--- src/rtl/sel_scan_pkg.sv ---
// Shared types and constants for the select-line scan sequencer.
package sel_scan_pkg;

  typedef enum logic {
    IDLE,
    SCAN
  } state_t;

  localparam int unsigned NUM_LINES = 8;
  localparam int unsigned SEL_W     = 3;
  localparam int unsigned DWELL_MAX = 255;
  localparam int unsigned DWELL_W   = $clog2(DWELL_MAX + 1);

  // Lowest enabled line when ascending, highest when descending.
  function automatic logic [SEL_W-1:0] first_line(input logic [NUM_LINES-1:0] m,
                                                  input logic                 d);
    logic [SEL_W-1:0] idx;
    logic [SEL_W-1:0] ii;
    logic             found;
    idx   = '0;
    found = 1'b0;
    for (int unsigned k = 0; k < NUM_LINES; k++) begin
      ii = d ? SEL_W'(NUM_LINES - 1 - k) : SEL_W'(k);
      if (!found && m[ii]) begin
        idx   = ii;
        found = 1'b1;
      end
    end
    return idx;
  endfunction

endpackage

--- src/rtl/sel_scan_sequencer_next.sv ---
// Combinational next-enabled-line search in the latched scan direction.
module sel_scan_next
  import sel_scan_pkg::*;
(
  input  logic [NUM_LINES-1:0] mask,
  input  logic [SEL_W-1:0]     cur,
  input  logic                 dir,
  output logic [SEL_W-1:0]     nxt,
  output logic                 last
);

  logic [SEL_W-1:0] ii;

  always_comb begin
    nxt  = cur;
    last = 1'b1;
    ii   = '0;
    // Walking away from cur, the first hit is the nearest enabled line.
    for (int unsigned k = 0; k < NUM_LINES; k++) begin
      ii = dir ? SEL_W'(NUM_LINES - 1 - k) : SEL_W'(k);
      if (last && mask[ii] && (dir ? (ii < cur) : (ii > cur))) begin
        nxt  = ii;
        last = 1'b0;
      end
    end
  end

endmodule

--- src/rtl/sel_scan_sequencer.sv ---
// Scan sequencer driving the 3-to-8 decoder selects.
// Build option: define SEL_SCAN_LOOP_EN to rescan continuously instead of stopping after one pass.
module sel_scan_sequencer
  import sel_scan_pkg::*;
#(
  parameter int unsigned DWELL = 4,
  parameter int unsigned CNT_W = 8
) (
  input  logic                 clk,
  input  logic                 rst_n,
  input  logic                 start,
  input  logic                 stop,
  input  logic                 dir,
  input  logic [NUM_LINES-1:0] mask,
  output logic [SEL_W-1:0]     sel,
  output logic                 sel_valid,
  output logic                 busy,
  output logic                 done,
  output logic                 err,
  output logic [CNT_W-1:0]     pass_cnt
);

  localparam logic [DWELL_W-1:0] DWELL_LAST = DWELL_W'(DWELL - 1);

  state_t               state, state_nxt;
  logic [SEL_W-1:0]     sel_nxt;
  logic [DWELL_W-1:0]   cnt, cnt_nxt;
  logic [NUM_LINES-1:0] mask_q, mask_nxt;
  logic                 dir_q, dir_nxt;
  logic                 done_nxt, err_nxt;
  logic [CNT_W-1:0]     pass_nxt;
  logic [SEL_W-1:0]     step_idx;
  logic                 step_last;

  sel_scan_next u_next (
    .mask (mask_q),
    .cur  (sel),
    .dir  (dir_q),
    .nxt  (step_idx),
    .last (step_last)
  );

  assign sel_valid = (state == SCAN);
  assign busy      = (state == SCAN);

  always_ff @(posedge clk or negedge rst_n) begin
    if (!rst_n) begin
      state    <= IDLE;
      sel      <= '0;
      cnt      <= '0;
      mask_q   <= '0;
      dir_q    <= 1'b0;
      done     <= 1'b0;
      err      <= 1'b0;
      pass_cnt <= '0;
    end else begin
      state    <= state_nxt;
      sel      <= sel_nxt;
      cnt      <= cnt_nxt;
      mask_q   <= mask_nxt;
      dir_q    <= dir_nxt;
      done     <= done_nxt;
      err      <= err_nxt;
      pass_cnt <= pass_nxt;
    end
  end

  always_comb begin
    state_nxt = state;
    sel_nxt   = sel;
    cnt_nxt   = cnt;
    mask_nxt  = mask_q;
    dir_nxt   = dir_q;
    done_nxt  = 1'b0;
    err_nxt   = 1'b0;
    pass_nxt  = pass_cnt;
    unique case (state)
      IDLE: begin
        sel_nxt = '0;
        cnt_nxt = '0;
        if (start && (mask == '0)) begin
          err_nxt = 1'b1;
        end else if (start && !stop) begin
          mask_nxt  = mask;
          dir_nxt   = dir;
          sel_nxt   = first_line(mask, dir);
          state_nxt = SCAN;
        end
      end
      SCAN: begin
        if (stop) begin
          state_nxt = IDLE;
          sel_nxt   = '0;
          cnt_nxt   = '0;
        end else if (cnt == DWELL_LAST) begin
          cnt_nxt = '0;
          if (step_last) begin
            done_nxt = 1'b1;
            pass_nxt = pass_cnt + CNT_W'(1);
`ifdef SEL_SCAN_LOOP_EN
            sel_nxt  = first_line(mask_q, dir_q);
`else
            sel_nxt   = '0;
            state_nxt = IDLE;
`endif
          end else begin
            sel_nxt = step_idx;
          end
        end else begin
          cnt_nxt = cnt + DWELL_W'(1);
        end
      end
      default: state_nxt = IDLE;
    endcase
  end

endmodule
--- config.mk ---
export PLATFORM = sky130hd
export DESIGN_NAME = sel_scan_sequencer
export DESIGN_NICKNAME = d
export VERILOG_FILES = /design/src/rtl/sel_scan_pkg.sv /design/src/rtl/sel_scan_sequencer_next.sv /design/src/rtl/sel_scan_sequencer.sv
export SDC_FILE = /design/constraint.sdc
export NUM_CORES = 1
export LEC_CHECK = 0
export CORE_MARGIN = 2
export CORE_UTILIZATION = 56
export CTS_CLUSTER_DIAMETER = 150
export DETAILED_ROUTE_END_ITERATION = 10
export PLACE_DENSITY = 0.85
export SYNTH_ARGS = -nofsm -noshare
export SYNTH_HDL_FRONTEND = slang
export SYNTH_HIERARCHICAL = 1
export SYNTH_SLANG_ARGS = --single-unit
--- constraint.sdc ---
create_clock -name clk -period 4.4 [get_ports clk]
set_clock_uncertainty 0.15 [all_clocks]
set_input_delay 1.32 -clock clk [delete_from_list [all_inputs] [get_ports clk]]
set_output_delay 1.32 -clock clk [all_outputs]
set_load 0.02 [all_outputs]
==> results.md, run 1 <==
* Max-slew violation count at 0
* DIE HEIGHT at approximately 69 um
* CTS tree: built
* TritonRoute pass-1 iters at 4
* Total core area at 4060 um2
* TNS Setup at 0 ps
* Net Count, Synth at 290
* Share of post-route cells with drive strength above 1 at 11.5%
* Total power at 1.89 mW
* # resized after CTS at 0
* RSZ-0062 raised after global routing: no
* Global-route wire length before repair at 9560 um
* Max clock buf depth at 2
* Worst hold margin at between 300 and 400 ps
* Vias in the first global route at 2026
* Final ANT Viol Nets at 0
* Final wirelength at 5650 um
* CP required at 4430 ps
* Netlist cell types at between 60 and 70
* Number of synthesized flops with an enable pin at 0
* Share of flip-flops with an asynchronous set or reset at 100%
* CP arrival at 3850 ps
* DIE WIDTH at 69.2 um
* Worst min-delay path class: reg -> reg
* Post-synthesis sequential area ratio at approximately a third
* Post-CTS Setup Bufs at 0
* Crit start category: register
* Number of antenna violations at the first check in global routing at 0
* Slew @ Worst Pin at approximately 590 ps
* Vias at 2159
* Die area at 4790 um2
* HPWL after DPL at 4040 um
* Row count at 23
* DRC errors left at 0
* I/O Buffers at 27
* Initial Util at 58.7%
* Clock-pin slew on the worst setup and hold paths at 70 ps
* P&R area growth vs syn at 16.2%
* Critical path class: reg -> reg
* CTS root buf: clkbuf_8
* Leak at 1.17 nW
* Max Cap Viol at 0
* Period utilization at 86.9%
* Routed len/inst at 16.3 um
* Slowest cell on crit path: o311ai_0
* Peak VDD IR at 0.000321 V
* Slew HR at around three fifths
* Tot GR Track Use at 24.4%
* Post-synth top flop: dfrtp_1
* Worst-path fanout max at 12
* Vias/cell at 6.24
* Synth area leader: dfrtp_1
* Total gr overflow at 0
* Synthesized area at 2380 um2
* # setup viols final at 0
* Initial drt markers at 206
* Hold Violations, Final at 0
* H-tree depth at 2
* Nets@finish at 316
* Type of element capturing the critical path: register
* CP cell instances: inv_1 -> ha_1 -> nor3b_1 -> o311ai_0 -> a21boi_1 -> and4b_1 -> and2_4 -> nand2_1 -> nor2_1 -> and3_1 -> mux2_2
* Clock Sinks at 31
* Fmax at around 260 MHz
* Ant diodes at 0
* Power Dens Cells at approximately 680 nW/um2
* Mean Syn Cell Area at 8.86 um2
* Clk Latency, worst-skew pair at 290 ps
* Share of the synthesized area in the top cell type at 32.6%
* Gate Count Post-Synth at 269
* Post-cts hold buffer count at 0
* CTS Buf Count at 5
* I/O pin count at 28
* Most common cell in the synthesized netlist: nand2_1
* Synth Warn # at 6
* Fillers at 332
* Largest net degree at the start of global routing at 32
* Status: complete, no violations
* Post-synth top cells: nand2_1 (36), dfrtp_1 (31), nor2_1 (21)
* Final min period at approximately 3800 ps
* Placer Congestion at 0.962
* #FFs+latches synth at 31
* Slowest stage delay, CP at 500 ps
* Cell types occupying the most area after synthesis: dfrtp_1 (33%), nand2_1 (5.7%), ha_1 (4.2%), nor2_1 (3.3%), a21oi_1 (2.9%)
cell type report:
class,count,area (um2),share of cell area (%)
Timing Repair Buffer,30,293,10.6
Multi-Input combinational cell,217,1500,54.0
Tap cell,50,62.6,2.26
Clock buffer,7,96.3,3.48
Clock inverter,1,7.51,0.271
Inverter,10,37.5,1.36
Sequential cell,31,776,28.0
flip-flops by register name, indices dropped and copies added, names as in the netlist:
signal    count
mask_q        8
busy          1
pass_cnt      8
cnt           8
sel           3
err           1
dir_q         1
done          1
report_power, final:
part	switching (mW)	total [mW]	internal, mW
combinational	0.711	1.23	0.516
clock	0.109	0.251	0.142
sequential	0.0702	0.415	0.345
cell families (layout without fill, tap and decap cells):
family | after synthesis | after routing | synth area share (%)
and+or+nand+nor | 123 | 123 | 29.0
AOI/OAI and AO/OA | 68 | 68 | 22.2
DFF | 31 | 31 | 32.6
buffers and inverters | 21 | 48 | 4.67
xor gates and xnor gates | 13 | 13 | 5.09
adders and majority gates | 8 | 8 | 4.20
muxes | 5 | 5 | 2.31
per-layer routing:
metal	wire length (um)	up-vias	part of all wire (%)	track usage, %
li1	-	1039	-	-
met1	2550	1030	45	32.4
met2	2680	80	47	39.4
met3	305	10	5.4	5.23
met4	104	0	1.8	8.50
met5	0	-	0	0
final timing paths:
check / startpoint / end / slack [ps] / cells past startpoint
max: dir_q / pass_cnt[1] / 580 / 11
min: pass_cnt[4] / pass_cnt[4] / 340 / 1
max reg2reg: dir_q / pass_cnt[1] / 580 / 11
min reg2reg: pass_cnt[4] / pass_cnt[4] / 340 / 1
max in group asynchronous: rst_n / sel[0] / 2530 / 2
min in group asynchronous: rst_n / pass_cnt[5] / 1270 / 2
stage by stage:
stage               instance area (um2)  setup WS, ps  instances  utilization [%]
finish                             2770           577        346             68.2
global route                       2770           297        346             68.2
CTS                                2770           583        346             68.2
detailed placement                 2660           609        338             65.6
global placement                   2660           714        338             65.6
floorplan                          2380          1160        269                -
worst max-delay path, delay by kind of cell (launching register included):
kind	cells	cell delay, ps
AO/OA/AOI/OAI	2	710
AND/OR/NAND/NOR	6	1480
flip-flops	1	380
multiplexers	1	370
adder cells (fa/ha/maj)	1	420
buffers and inverters	1	200
cells in the final DEF (no fill, tap or decap), drive strengths merged, types with 3 or more instances in the layout:
cell	instances
o311ai	4
o211ai	3
nor2	21
xor2	7
o21bai	3
nor2b	5
a211oi	3
o31a	3
inv	10
and3	10
o31ai	3
ha	8
nand3	7
and2	3
clkbuf	7
clkdlybuf4s50	27
nor3b	5
o21ai	12
and4	4
mux2	4
nand4	5
nand2	36
xnor2	6
a21oi	16
nor3	7
nand3b	6
dfrtp	31
a21o	4
buf	3
Note: power is estimated with default switching activity, not from simulation.
==> inputs of run 2 (changes only) <==
Settings changed: CAP_MARGIN set to 25, TNS_END_PERCENT set to 10.
==> results of run 2 <==
No change in the layout: final DEF, timing and power equal those of run 1.
==> inputs of run 3 (changes only) <==
Settings changed: ABC_AREA set to 1, CORE_UTILIZATION 56 to 40, PLACE_DENSITY 0.85 to 0.65.
Clock period 4.4 ns to 4.3 ns, I/O delays scaled along.
==> run 3 against run 2 <==
  * Die area rose by 55%
  * Register-to-register slack improved by 190 ps
  * Cell count rose by 40%
  * First-iteration DRC count fell by 33%
  * Count of clock-buffer cells in the layout fell by 1
  * Largest cell class unchanged
==> results.md, run 3 <==
* Status: complete, no violations
* Post-synth top flop: dfrtp_1
* Initial Util at 41.8% (-17 points)
* Type of element capturing the critical path: register
* Fillers at 669 (+100%)
* Total core area at 6460 um2 (+59%)
* Clock Power Share at 21.1% (+7.8 points)
* Nets@finish at 427 (+35%)
* Design Area, Final at 3080 um2 (+11%)
* Post-cts hold buffer count at 0 (unchanged)
* DRC errors left at 0 (unchanged)
* TNS Setup at 0 ps (unchanged)
* Global-route wire length before repair at 10300 um (+7.6%)
* Mean Syn Cell Area at 7.11 um2 (-20%)
* Cell types occupying the most area after synthesis: dfrtp_1 (29%), nand2_1 (12%), inv_1 (7.1%), nand3_1 (6.7%), nor2_1 (5.6%)
* Leak at 1.52 nW (+30%)
* Gate Count Post-Synth at 380 (+41%)
* Final ANT Viol Nets at 0 (unchanged)
* Row count at 29 (+26%)
* Most frequent CP cell: nand2_1
* Synthesized area at 2700 um2 (+13%)
* Peak VDD IR at 0.000151 V (-53%)
* DIE HEIGHT at 86.2 um (+25%)
* I/O Buffers at 27 (unchanged)
* Tot GR Track Use at 17.0% (-7.4 points)
* Clk Latency, worst-skew pair at 280 ps (about the same)
* Most common cell in the synthesized netlist: nand2_1
* CP startpoint: dir_q
* Final min period at 3540 ps (-286 ps)
* Vias/cell at 5.05 (-19%)
* CP required at 4320 ps (-110 ps)
* Clock-pin slew on the worst setup and hold paths at 70 ps (about the same)
* Max clock buf depth at 2 (unchanged)
* CTS tree: built
* CP cell instances: inv_1 -> buf_4 -> ha_1 -> inv_1 -> nand3_1 -> nand2_1 -> nand2_2 -> nand2_4 -> nand2_4 -> a21oi_4 -> o211ai_4 -> nor2_4 -> nand2_1 -> nor2_1 -> nand2_1 -> nor2_4 -> nand4_2 -> nor2_1 -> nand3_1 -> xnor2_1
* Slowest cell on crit path: dfrtp_1
* Net Count, Synth at 401 (+38%)
* CTS Buf Count at 5 (unchanged)
* Share of post-route cells with drive strength above 1 at 14.7% (+3.3 points)
* Max-slew violation count at 0 (unchanged)
* P_sw at 0.622 mW (-30%)
* H-tree depth at 2 (unchanged)
* Slew HR at 49.5% (-11 points)
* DIE WIDTH at 86.2 um (+25%)
* Number of antenna violations at the first check in global routing at 0 (unchanged)
* Vias in the first global route at 2250 (+11%)
* Worst min-delay path class: reg -> reg
* Synth area leader: dfrtp_1
* Hold Path Depth at 1 (unchanged)
* Worst R2R Path Depth at 20 (+9)
* Period utilization at 82.2% (-4.6 points)
* Power Dens Cells at 453 nW/um2 (-34%)
* Clock Sinks at 31 (unchanged)
* Post-synthesis sequential area ratio at 28.7% (-3.9 points)
* Die area at 7430 um2 (+55%)
* # resized after CTS at 0 (unchanged)
* Top flop regs: cnt (8), mask_q (8), pass_cnt (8)
* Placed inst area at 2960 um2 (+11%)
* # setup viols final at 0 (unchanged)
* CP top delay family: simple AND/OR/NAND/NOR gates
* Initial drt markers at 138 (-33%)
* Leading cell type in the layout, fill and taps excluded: nand2_1
* Crit start category: register
* Placer Congestion at 0.963 (+0.10%)
* TritonRoute pass-1 iters at 4 (unchanged)
* Ant diodes at 0 (unchanged)
* Comb pwr share at 54.0% (-11 points)
* Post-CTS Setup Bufs at 0 (unchanged)
* Largest net degree at the start of global routing at 32 (unchanged)
* Post-synth top cells: nand2_1 (89), inv_1 (51), nor2_1 (40)
* Internal at 0.773 mW (-23%)
* RR Startpoint: dir_q
* Critical hold path startpoint: cnt[0]
* Sequential power share at 24.9% (+3.0 points)
* Share of the synthesized area in the top cell type at 28.7% (-3.9 points)
* Total gr overflow at 0 (unchanged)
* Finished Layout Cells at 484 (+40%)
* Sw frac at 44.6% (-2.4 points)
* P&R area growth vs syn at 13.9%
* Worst hold margin at 314 ps (-28.3 ps)
* #FFs+latches synth at 31 (unchanged)
* Slew @ Worst Pin at 755 ps (+163 ps)
* Worst-path fanout max at 15 (+3)
* Number of synthesized flops with an enable pin at 0 (unchanged)
* CTS root buf: clkbuf_8
* Netlist cell types at 43 (-37%)
* Min-Delay Endpoint: cnt[0]
* Slowest stage delay, CP at 370 ps (-130 ps)
* CP arrival at 3550 ps (-300 ps)
* RSZ-0062 raised after global routing: no
* Max Cap Viol at 0 (unchanged)
* Hold Violations, Final at 0 (unchanged)
* Synth Warn # at 6 (unchanged)
* Final wirelength at 5790 um (+2.6%)
* Fmax at 283 MHz (+8.1%)
* Routed len/inst at 12.0 um (-27%)
* I/O pin count at 28 (unchanged)
* RR Endpoint: pass_cnt[7]
* Share of flip-flops with an asynchronous set or reset at 100% (unchanged)
* Final design utilization at 47.7% (-21 points)
* R2R Setup Slk at 760 ps (+190 ps)
* HPWL after DPL at 4620 um (+14%)
* Critical path class: reg -> reg
* Buf/Inv on CP at 3 (+2)
* Most frequent cells in the layout: nand2_1 (89), inv_1 (51), nor2_1 (40), nand3_1 (36), dfrtp_1 (31)
* Inst Count DP at 476 (+41%)
* Vias at 2443 (+13%)
-- run 3: per-stage QoR --
stage	power, mW	setup slack (ps)
floorplan	0.985	824
global placement	1.09	687
detailed placement	1.10	657
CTS	1.40	779
global route	1.53	367
finish	1.39	764
-- run 3: area by class of cell --
| type | instances | area, um2 | area share, % |
|---|---|---|---|
| clock inverters | 2 | 35.0 | 1.14 |
| repair buffers | 30 | 293 | 9.51 |
| well taps | 77 | 96.3 | 3.13 |
| inverters | 57 | 221 | 7.20 |
| flip-flops and latches | 31 | 776 | 25.2 |
| clock buffers | 6 | 82.6 | 2.68 |
| multi-input cells | 281 | 1570 | 51.1 |
-- run 3: routing by layer --
| layer | part of all wire [%] | wire length, um | GRT usage [%] |
|---|---|---|---|
| met3 | 3.1 | 180 | 2.38 |
| met4 | 1.6 | 93 | 5.26 |
| met5 | 0 | 0 | 0 |
| met1 | 50 | 2900 | 24.5 |
| met2 | 45 | 2620 | 26.6 |
-- run 3: worst max path at each step --
stage                   to  depth (start not counted)  slack (ps)
2_1_floorplan  pass_cnt[7]                         23         820
3_3_place_gp        sel[0]                         12         690
3_5_place_dp        sel[0]                         12         660
4_1_cts        pass_cnt[7]                         20         780
5_1_grt        pass_cnt[6]                         19         370
6_report       pass_cnt[7]                         20         760
-- run 3: cells by family after synthesis --
family / count (synthesis) / share of synthesized area, %
AOI/OAI and AO/OA: 50 / 12.4
xor gates and xnor gates: 7 / 2.27
adders and majority gates: 8 / 3.70
buffers and inverters: 68 / 13.1
DFF: 31 / 28.7
and+or+nand+nor: 216 / 39.9
-- run 3: power by group through the flow --
stage | sequential, mW | clock [mW] | combinational, mW
3_3_place_gp | 0.353 | 0 | 0.741
4_1_cts | 0.348 | 0.303 | 0.754
3_5_place_dp | 0.353 | 0 | 0.751
2_1_floorplan | 0.358 | 0 | 0.627
5_1_grt | 0.352 | 0.316 | 0.857
6_report | 0.348 | 0.294 | 0.753
